`src/rtl/apb_pwm_arbiter.sv`:
```
// Two-requester round-robin APB master sharing one PWM slave.
// Runs SETUP/ACCESS with wait states and aborts a stalled ACCESS after TIMEOUT cycles.
module apb_pwm_arbiter #(
  parameter int DATA_WIDTH = 32,
  parameter int ADDR_WIDTH = 8,
  parameter int TIMEOUT    = 16
) (
  input  logic                    PCLK_i,
  input  logic                    PRST_ni,
  input  logic [1:0]              req_i,
  input  logic [1:0]              we_i,
  input  logic [2*ADDR_WIDTH-1:0] addr_i,
  input  logic [2*DATA_WIDTH-1:0] wdata_i,
  output logic [1:0]              gnt_o,
  output logic [1:0]              rvalid_o,
  output logic [DATA_WIDTH-1:0]   rdata_o,
  output logic                    err_o,
  output logic                    PSEL_o,
  output logic                    PENABLE_o,
  output logic                    PWRITE_o,
  output logic [ADDR_WIDTH-1:0]   PADDR_o,
  output logic [DATA_WIDTH-1:0]   PWDATA_o,
  input  logic [DATA_WIDTH-1:0]   PRDATA_i,
  input  logic                    PREADY_i,
  input  logic                    PSLVERR_i
);

  localparam int CW = (TIMEOUT > 0) ? $clog2(TIMEOUT + 1) : 1;
  localparam bit TO_EN = (TIMEOUT != 0);
  localparam logic [CW-1:0] TO_LAST = CW'((TIMEOUT > 0) ? TIMEOUT - 1 : 0);

  typedef enum logic [1:0] {IDLE, SETUP, ACCESS} state_e;

  typedef struct packed {
    logic                  we;
    logic [ADDR_WIDTH-1:0] addr;
    logic [DATA_WIDTH-1:0] wdata;
  } cmd_t;

  state_e                state_q;
  cmd_t                  cmd_q;
  cmd_t [1:0]            port_cmd;
  logic                  last_gnt_q, win_q, win_d;
  logic [CW-1:0]         wait_cnt_q;
  logic [1:0]            gnt_q, rvalid_q;
  logic [DATA_WIDTH-1:0] rdata_q;
  logic                  err_q, psel_q, penable_q;
  logic                  timeout_hit;

  // Write data is masked at capture so PWDATA_o reads as 0 for reads.
  for (genvar k = 0; k < 2; k++) begin : g_port
    assign port_cmd[k].we    = we_i[k];
    assign port_cmd[k].addr  = addr_i[k*ADDR_WIDTH +: ADDR_WIDTH];
    assign port_cmd[k].wdata = we_i[k] ? wdata_i[k*DATA_WIDTH +: DATA_WIDTH] : '0;
  end

  always_comb begin
    win_d = 1'b0;
    case (req_i)
      2'b10:   win_d = 1'b1;
      2'b11:   win_d = ~last_gnt_q;
      default: win_d = 1'b0;
    endcase
  end

  assign timeout_hit = TO_EN && (wait_cnt_q == TO_LAST);

  always_ff @(posedge PCLK_i or negedge PRST_ni) begin
    if (!PRST_ni) begin
      state_q    <= IDLE;
      cmd_q      <= '0;
      last_gnt_q <= 1'b1;
      win_q      <= 1'b0;
      wait_cnt_q <= '0;
      gnt_q      <= '0;
      rvalid_q   <= '0;
      rdata_q    <= '0;
      err_q      <= 1'b0;
      psel_q     <= 1'b0;
      penable_q  <= 1'b0;
    end else begin
      gnt_q    <= '0;
      rvalid_q <= '0;
      case (state_q)
        IDLE: begin
          if (|req_i) begin
            state_q        <= SETUP;
            win_q          <= win_d;
            last_gnt_q     <= win_d;
            cmd_q          <= port_cmd[win_d];
            gnt_q[win_d]   <= 1'b1;
            psel_q         <= 1'b1;
          end
        end
        SETUP: begin
          state_q    <= ACCESS;
          penable_q  <= 1'b1;
          wait_cnt_q <= '0;
        end
        ACCESS: begin
          // PREADY wins over a timeout landing in the same cycle.
          if (PREADY_i || timeout_hit) begin
            state_q         <= IDLE;
            psel_q          <= 1'b0;
            penable_q       <= 1'b0;
            cmd_q           <= '0;
            rvalid_q[win_q] <= 1'b1;
            rdata_q         <= (PREADY_i && !cmd_q.we) ? PRDATA_i : '0;
            err_q           <= PREADY_i ? PSLVERR_i : 1'b1;
          end else begin
            wait_cnt_q <= wait_cnt_q + CW'(1);
          end
        end
        default: state_q <= IDLE;
      endcase
    end
  end

  assign gnt_o     = gnt_q;
  assign rvalid_o  = rvalid_q;
  assign rdata_o   = rdata_q;
  assign err_o     = err_q;
  assign PSEL_o    = psel_q;
  assign PENABLE_o = penable_q;
  assign PWRITE_o  = cmd_q.we;
  assign PADDR_o   = cmd_q.addr;
  assign PWDATA_o  = cmd_q.wdata;

endmodule

```
`config.mk`:
```
export PLATFORM = sky130hd
export DESIGN_NAME = apb_pwm_arbiter
export DESIGN_NICKNAME = d
export VERILOG_FILES = /design/src/rtl/apb_pwm_arbiter.sv
export SDC_FILE = /design/constraint.sdc
export NUM_CORES = 1
export LEC_CHECK = 0
export CAP_MARGIN = 40
export CORE_MARGIN = 10
export CORE_UTILIZATION = 42
export CTS_CLUSTER_SIZE = 28
export DETAILED_ROUTE_END_ITERATION = 12
export PLACE_DENSITY = 0.78
export SYNTH_ARGS = -nofsm -noshare
export SYNTH_HDL_FRONTEND = slang
export SYNTH_SLANG_ARGS = --single-unit
```
`constraint.sdc`:
```
create_clock -name PCLK_i -period 2.3 [get_ports PCLK_i]
set_input_delay 0.46 -clock PCLK_i [delete_from_list [all_inputs] [get_ports PCLK_i]]
set_output_delay 0.46 -clock PCLK_i [all_outputs]
set_load 0.01 [all_outputs]
```
# After elaboration in Yosys (flattened, before gate mapping)
# Cells that the tools add are included.
dict set report classes {
  order_cmp 4
  n_bitwise 1
  add_sub_neg 1
  n_eq_ne 8
  mux 27
  n_reduce_logical 15
}
# op n
set op_table {}
lappend op_table {{2-to-1 mux 41 bit} 4}
lappend op_table {{2-to-1 mux 32 bit} 3}
lappend op_table {{one-hot mux 41 bit (2 select lines)} 1}
lappend op_table {{2-to-1 mux 2 bit} 6}
lappend op_table {{one-hot mux 5 bit (2 select lines)} 1}
lappend op_table {{AND reduction 2 bit} 5}
lappend op_table {{== test 2 bit, second input constant} 3}
lappend op_table {{!= test 2 bit, second input constant} 3}
lappend op_table {{one-hot mux 1 bit (2 select lines)} 3}
lappend op_table {{one-hot mux 2 bit (3 select lines)} 1}
lappend op_table {{adder 5 x 1 -> 5 bit, second input constant} 1}
lappend op_table {{== test 5 x 4 -> 1 bit, second input constant} 1}
lappend op_table {{2-to-1 mux 1 bit} 5}
lappend op_table {{2-to-1 mux 5 bit} 1}
lappend op_table {{< comparator 1 x 2 -> 1 bit, second input constant} 2}
lappend op_table {{nonzero test 2 bit} 2}
lappend op_table {{logical AND 1 bit} 3}
lappend op_table {{AND reduction 3 bit} 1}
lappend op_table {{demux 1 bit (select 1 bit)} 2}
lappend op_table {{== test 2 x 1 -> 1 bit, second input constant} 1}
lappend op_table {{>= comparator 1 bit, second input constant} 2}
lappend op_table {{logical NOT 2 bit} 1}
lappend op_table {{OR reduction 2 bit} 1}
lappend op_table {{logical NOT 1 bit} 1}
lappend op_table {{other kinds (2)} 2}
dict set report word_totals {
  wordCells 69
  register_bits 89
  in_bits 120
  output_inout_bits 80
}

# Logic depth before layout (Yosys ltp)
dict set report logic_depth {
  word_depth 8
  depth_mapped 8
  ltp_nobuf 6
}

# Worst setup path after synthesis
# No wires, ideal clock.
dict set report synth_timing {
  path_kind {reg-to-reg}
  start {reg wait_cnt_q[0]}
  end {reg wait_cnt_q[3]}
  path_buffers 1
  period_less_slack_ns 2.014
  setup_ns 0.071
  t_arrival_ns 1.943
  required_time_ns 2.229
  path_stages_with_launch 8
  path_slack_ns 0.286
  path_cell_list {dfrtp_1 -> ha_1 -> and3_1 -> ha_1 -> or2_1 -> buf_2 -> or4_1 -> nand3_1}
}
dict set report synth_between {
  elab_chain_cells 4
  elab_cells_between_ends 7
  cone_classes {add/sub: 1; eq/ne: 2; mux: 2; reduce/logical: 2}
}
# element line_no
set synth_lines {}
lappend synth_lines {{start: declaration} 44} ;# logic [CW-1:0] wait_cnt_q;
lappend synth_lines {{start signal: assignment} 111} ;# wait_cnt_q <= wait_cnt_q + CW'(1);
lappend synth_lines {{branches (longest 4 deep; another with adder 5 x 1 -> 5 bit)} n/a}
# Several ways; the timed one is not identified. The select of a mux whose other input is x is not followed.
# A chain may end at the register's enable or synchronous reset.

# Final worst setup path
dict set report layout_timing {
  start {reg wait_cnt_q[0]}
  end {reg cmd_q, in the netlist PWDATA_o[21]}
}
dict set report layout_between {
  elab_chain_cells 4
}
# element line_no
set layout_lines {}
lappend layout_lines {{== test 5 x 4 -> 1 bit} 66} ;# assign timeout_hit = TO_EN && (wait_cnt_q == TO_LAST);
lappend layout_lines {{logical OR 1 bit} 102} ;# if (PREADY_i || timeout_hit) begin
lappend layout_lines {{!= test 2 bit (no line)} n/a}
lappend layout_lines {{AND reduction 3 bit (no line)} n/a}
lappend layout_lines {{end signal: assignment} 90} ;# cmd_q <= port_cmd[win_d];
lappend layout_lines {{end: declaration} 41} ;# cmd_t cmd_q;
# Every way passes these cells.

==> flow_summary.yaml <==
die:
  die-area_mm2: 0.01480
  core_area_mm2: 0.01018
  io_pins: 200
  start_util_pct: 42.60
  rows: 37
  die_h_um: 121.6
  die_width_um: 121.6
grt:
  first_global_vias: 4344
  grt_use_total_pct: 19.32
  grt_antenna_before_repair: 0
  grt_max_degree: 43
  gr-total-overflow: 0
  grt_pass1_wl_um: 23000
setup_path:
  crit_end: "PWDATA_o[21]$_DFFE_PN0P_"
  critPathLaunch: "wait_cnt_q[0]$_DFFE_PN0P_"
  crit-reg2reg-launch: "wait_cnt_q[0]$_DFFE_PN0P_"
  path_class: "register to register"
  timing.rr.end: "PWDATA_o[21]$_DFFE_PN0P_"
  cp.required_ns: 2.57
  path_max_fanout: 34
  regToRegSetupSlack_ns: 0.23
  reg2regPathDepth: 8
  worstPathArrival_ns: 2.33
  critPathLaunchType: "register"
  cp-end-kind: "register"
cts:
  post_cts_buffers: 0
  cts_made_buffers: 9
  cts_tree: "built"
  clock_path_buffers: 2
  cts-root-buf: "clkbuf_8"
  cts.sinks: 89
  clkTransAtPathRegs_ns: 0.09
  htreeDepth: 3
  ctsResizeCount: 0
  worst_skew_pair.late_latency_ns: 0.35
sta:
  fin_crit_sh_pct: 89.84
  setup_viol: 0
  slew_viol_final: 0
  fin_skew_ns: 0.01170
  max_slew_margin_pct: 68.35
  period_needed_ns: 2.066
  fin_tns_setup_ns: 0
  fin_ws_ns: 0.2336
  rsz0062_at_grt: "false"
  timing.final.hold_violations: 0
  worst_pin_slew_ns: 0.4747
  fmax_mhz: 483.9
power:
  p_leak_uw: 0.002881
  p_int_uw: 4714
  p_sw_uw: 2579
  clock_power_share_pct: 17.7
  sw_frac_of_total_pct: 35.36
  p_comb_share_pct: 47.0
  pwr-share-seq_pct: 35.3
  ir_drop_mv: 0.5378
  cellPowerDensity_mw_per_mm2: 1075
run:
  cap_viol_max_count: 0
final_layout:
  fillers: 824
  syn_to_final_growth_pct: 56.34
  final_cell_mix: "clkdlybuf4s50_1, dfrtp_1, o21ai_0"
  n_antenna_cell: 0
  multi_input_area_mm2: 0.001929
  regArea_mm2: 0.002228
  fin_nets: 736
  drive_gt1_share_pct: 7.108
  final_common_cell: "clkdlybuf4s50_1"
drt:
  viasPerCell: 5.421
  routed_wl_um: 14530
  dr.pass1.iters: 4
  ant_nets: 0
  wire_per_inst_um: 19.25
  drc: 0
  vias: 4093
  drtIter0Drc: 289
synthesis:
  ys_types: 34
  yosys-top-cells-area: "dfrtp_1, mux2i_1, o21ai_0, a32oi_1, and2_1"
  synth_area_mm2: 0.004339
  syn_nets: 551
  ys_ff_latch: 89
  synth_top_area_share_pct: 50.75
  synth_top_area_cell: "dfrtp_1"
  synth.yosys.seq_area_share_pct: 51.36
  ys.warnings.count: 0
  syn_avg_cell_area_um2: 10.11
  synthCells: 429
placed_design:
  io_buffers: 199
  gp_congestion: 0.8434
  place_hpwl_um: 10780
  dp_slack_ns: 0.1493
min_path:
  hold_class: "primary input to async pin"
outcome:
  outcome: "completed"
-- worst min path at each step --
| stage | start | endpoint | slack (ns) | cells after the start |
|---|---|---|---|---|
| 6_report | PRST_ni | PWDATA_o[6]$_DFFE_PN0P_ | 0.49 | 2 |
| 5_1_grt | win_q$_DFFE_PN0P_ | rvalid_o[0]$_DFF_PN0_ | 0.51 | 1 |
| 4_1_cts | PRST_ni | PWDATA_o[6]$_DFFE_PN0P_ | 0.49 | 2 |
| 3_5_place_dp | PRST_ni | PWDATA_o[6]$_DFFE_PN0P_ | 0.34 | 1 |
| 3_3_place_gp | PRST_ni | PWDATA_o[5]$_DFFE_PN0P_ | 0.34 | 1 |
| 2_1_floorplan | PRST_ni | PADDR_o[0]$_DFFE_PN0P_ | 0.16 | 0 |
-- stage by stage --
| stage | util [%] | instances | instance area [um^2] | hold slack, ns | power [uW] |
|---|---|---|---|---|---|
| 3_3_place_gp | 63.93 | 737 | 6511 | 0.3408 | 5944 |
| 5_1_grt | 66.61 | 755 | 6784 | 0.5125 | 7776 |
| 3_5_place_dp | 64.13 | 738 | 6531 | 0.3393 | 6056 |
| 6_report | 66.61 | 755 | 6784 | 0.4895 | 7293 |
| 2_1_floorplan | - | 429 | 4339 | 0.1644 | 4124 |
| 4_1_cts | 66.61 | 755 | 6784 | 0.4912 | 7371 |
-- metal layers --
| metal | GRT usage (%) | vias up | share of wire, % |
|---|---|---|---|
| met3 | 8.141 | 20 | 11 |
| met4 | 6.781 | 0 | 2.3 |
| met1 | 23.10 | 1963 | 40 |
| li1 | - | 1922 | - |
| met5 | 0 | - | 0 |
| met2 | 30.68 | 188 | 47 |
-- cell usage after synthesis --
master and number:
clkbuf_1 29, or4_1 1, o21ai_1 11, inv_1 3, nor2_1 4, nor4b_1 1, a22oi_1 1, buf_2 10
a31oi_1 3, buf_1 1, nand2b_1 1, a21bo_2 1, ha_1 2, a22oi_2 1, nand2_1 36, nor3_1 4
dfrtp_1 88, a32oi_1 32, o21ai_0 88, and2_1 33, or2_2 1, and3_1 2, or2_1 1, buf_4 3
a21oi_1 4, dfstp_2 1, o2bb2ai_1 11, a21o_1 3, mux2_2 1, nand3_1 2, nor2b_1 4, mux2i_1 44
o311ai_0 1, nand2_2 1
-- critical path, stage by stage (launching register included) --
cell	delay [ns]
dfrtp_1	0.43
ha_1	0.25
and3_1	0.19
ha_1	0.19
buf_4	0.16
nor2_4	0.11
buf_4	0.31
o21ai_0	0.16
mux2i_1	0.17
-- kinds of logic (layout without fill, tap and decap cells) --
| family | after synthesis | count (layout) | share of synthesized area (%) |
|---|---|---|---|
| muxes | 45 | 45 | 10.41 |
| DFF | 89 | 89 | 51.36 |
| buffers and inverters | 46 | 236 | 4.527 |
| and+or+nand+nor | 91 | 91 | 10.73 |
| AOI/OAI and AO/OA | 156 | 156 | 22.40 |
| adders and majority gates | 2 | 2 | 0.5766 |
-- sequential cells by signal, summed over array words and instances (netlist names), 2 cells and up --
signal	cells
state_q	2
PADDR_o	8
wait_cnt_q	5
gnt_o	2
PWDATA_o	32
rvalid_o	2
rdata_o	32
-- final cells by class --
| cell class | instances | share of cell area (%) |
|---|---|---|
| clock buffers | 10 | 2.029 |
| clock inverters | 6 | 1.549 |
| inverters | 3 | 0.1660 |
| multi-input cells | 294 | 28.44 |
| flip-flops and latches | 89 | 32.85 |
| well taps | 136 | 2.508 |
| repair buffers | 217 | 32.46 |
-- power by group through the flow --
stage / Combinational, uW / Sequential (uW) / Clock, uW
after CTS: 3480 / 2580 / 1320
after global routing: 3730 / 2660 / 1380
after global placement: 3380 / 2570 / 0
after floorplan: 1360 / 2770 / 0
after detailed placement: 3460 / 2600 / 0
final: 3430 / 2570 / 1290
-- repair_timing --
item	4_1_cts	5_1_grt
setup endpoints to repair	0	0
hold endpoints to repair	13	0
hold buffers	1	0
Power figures use the tool's default switching activity.
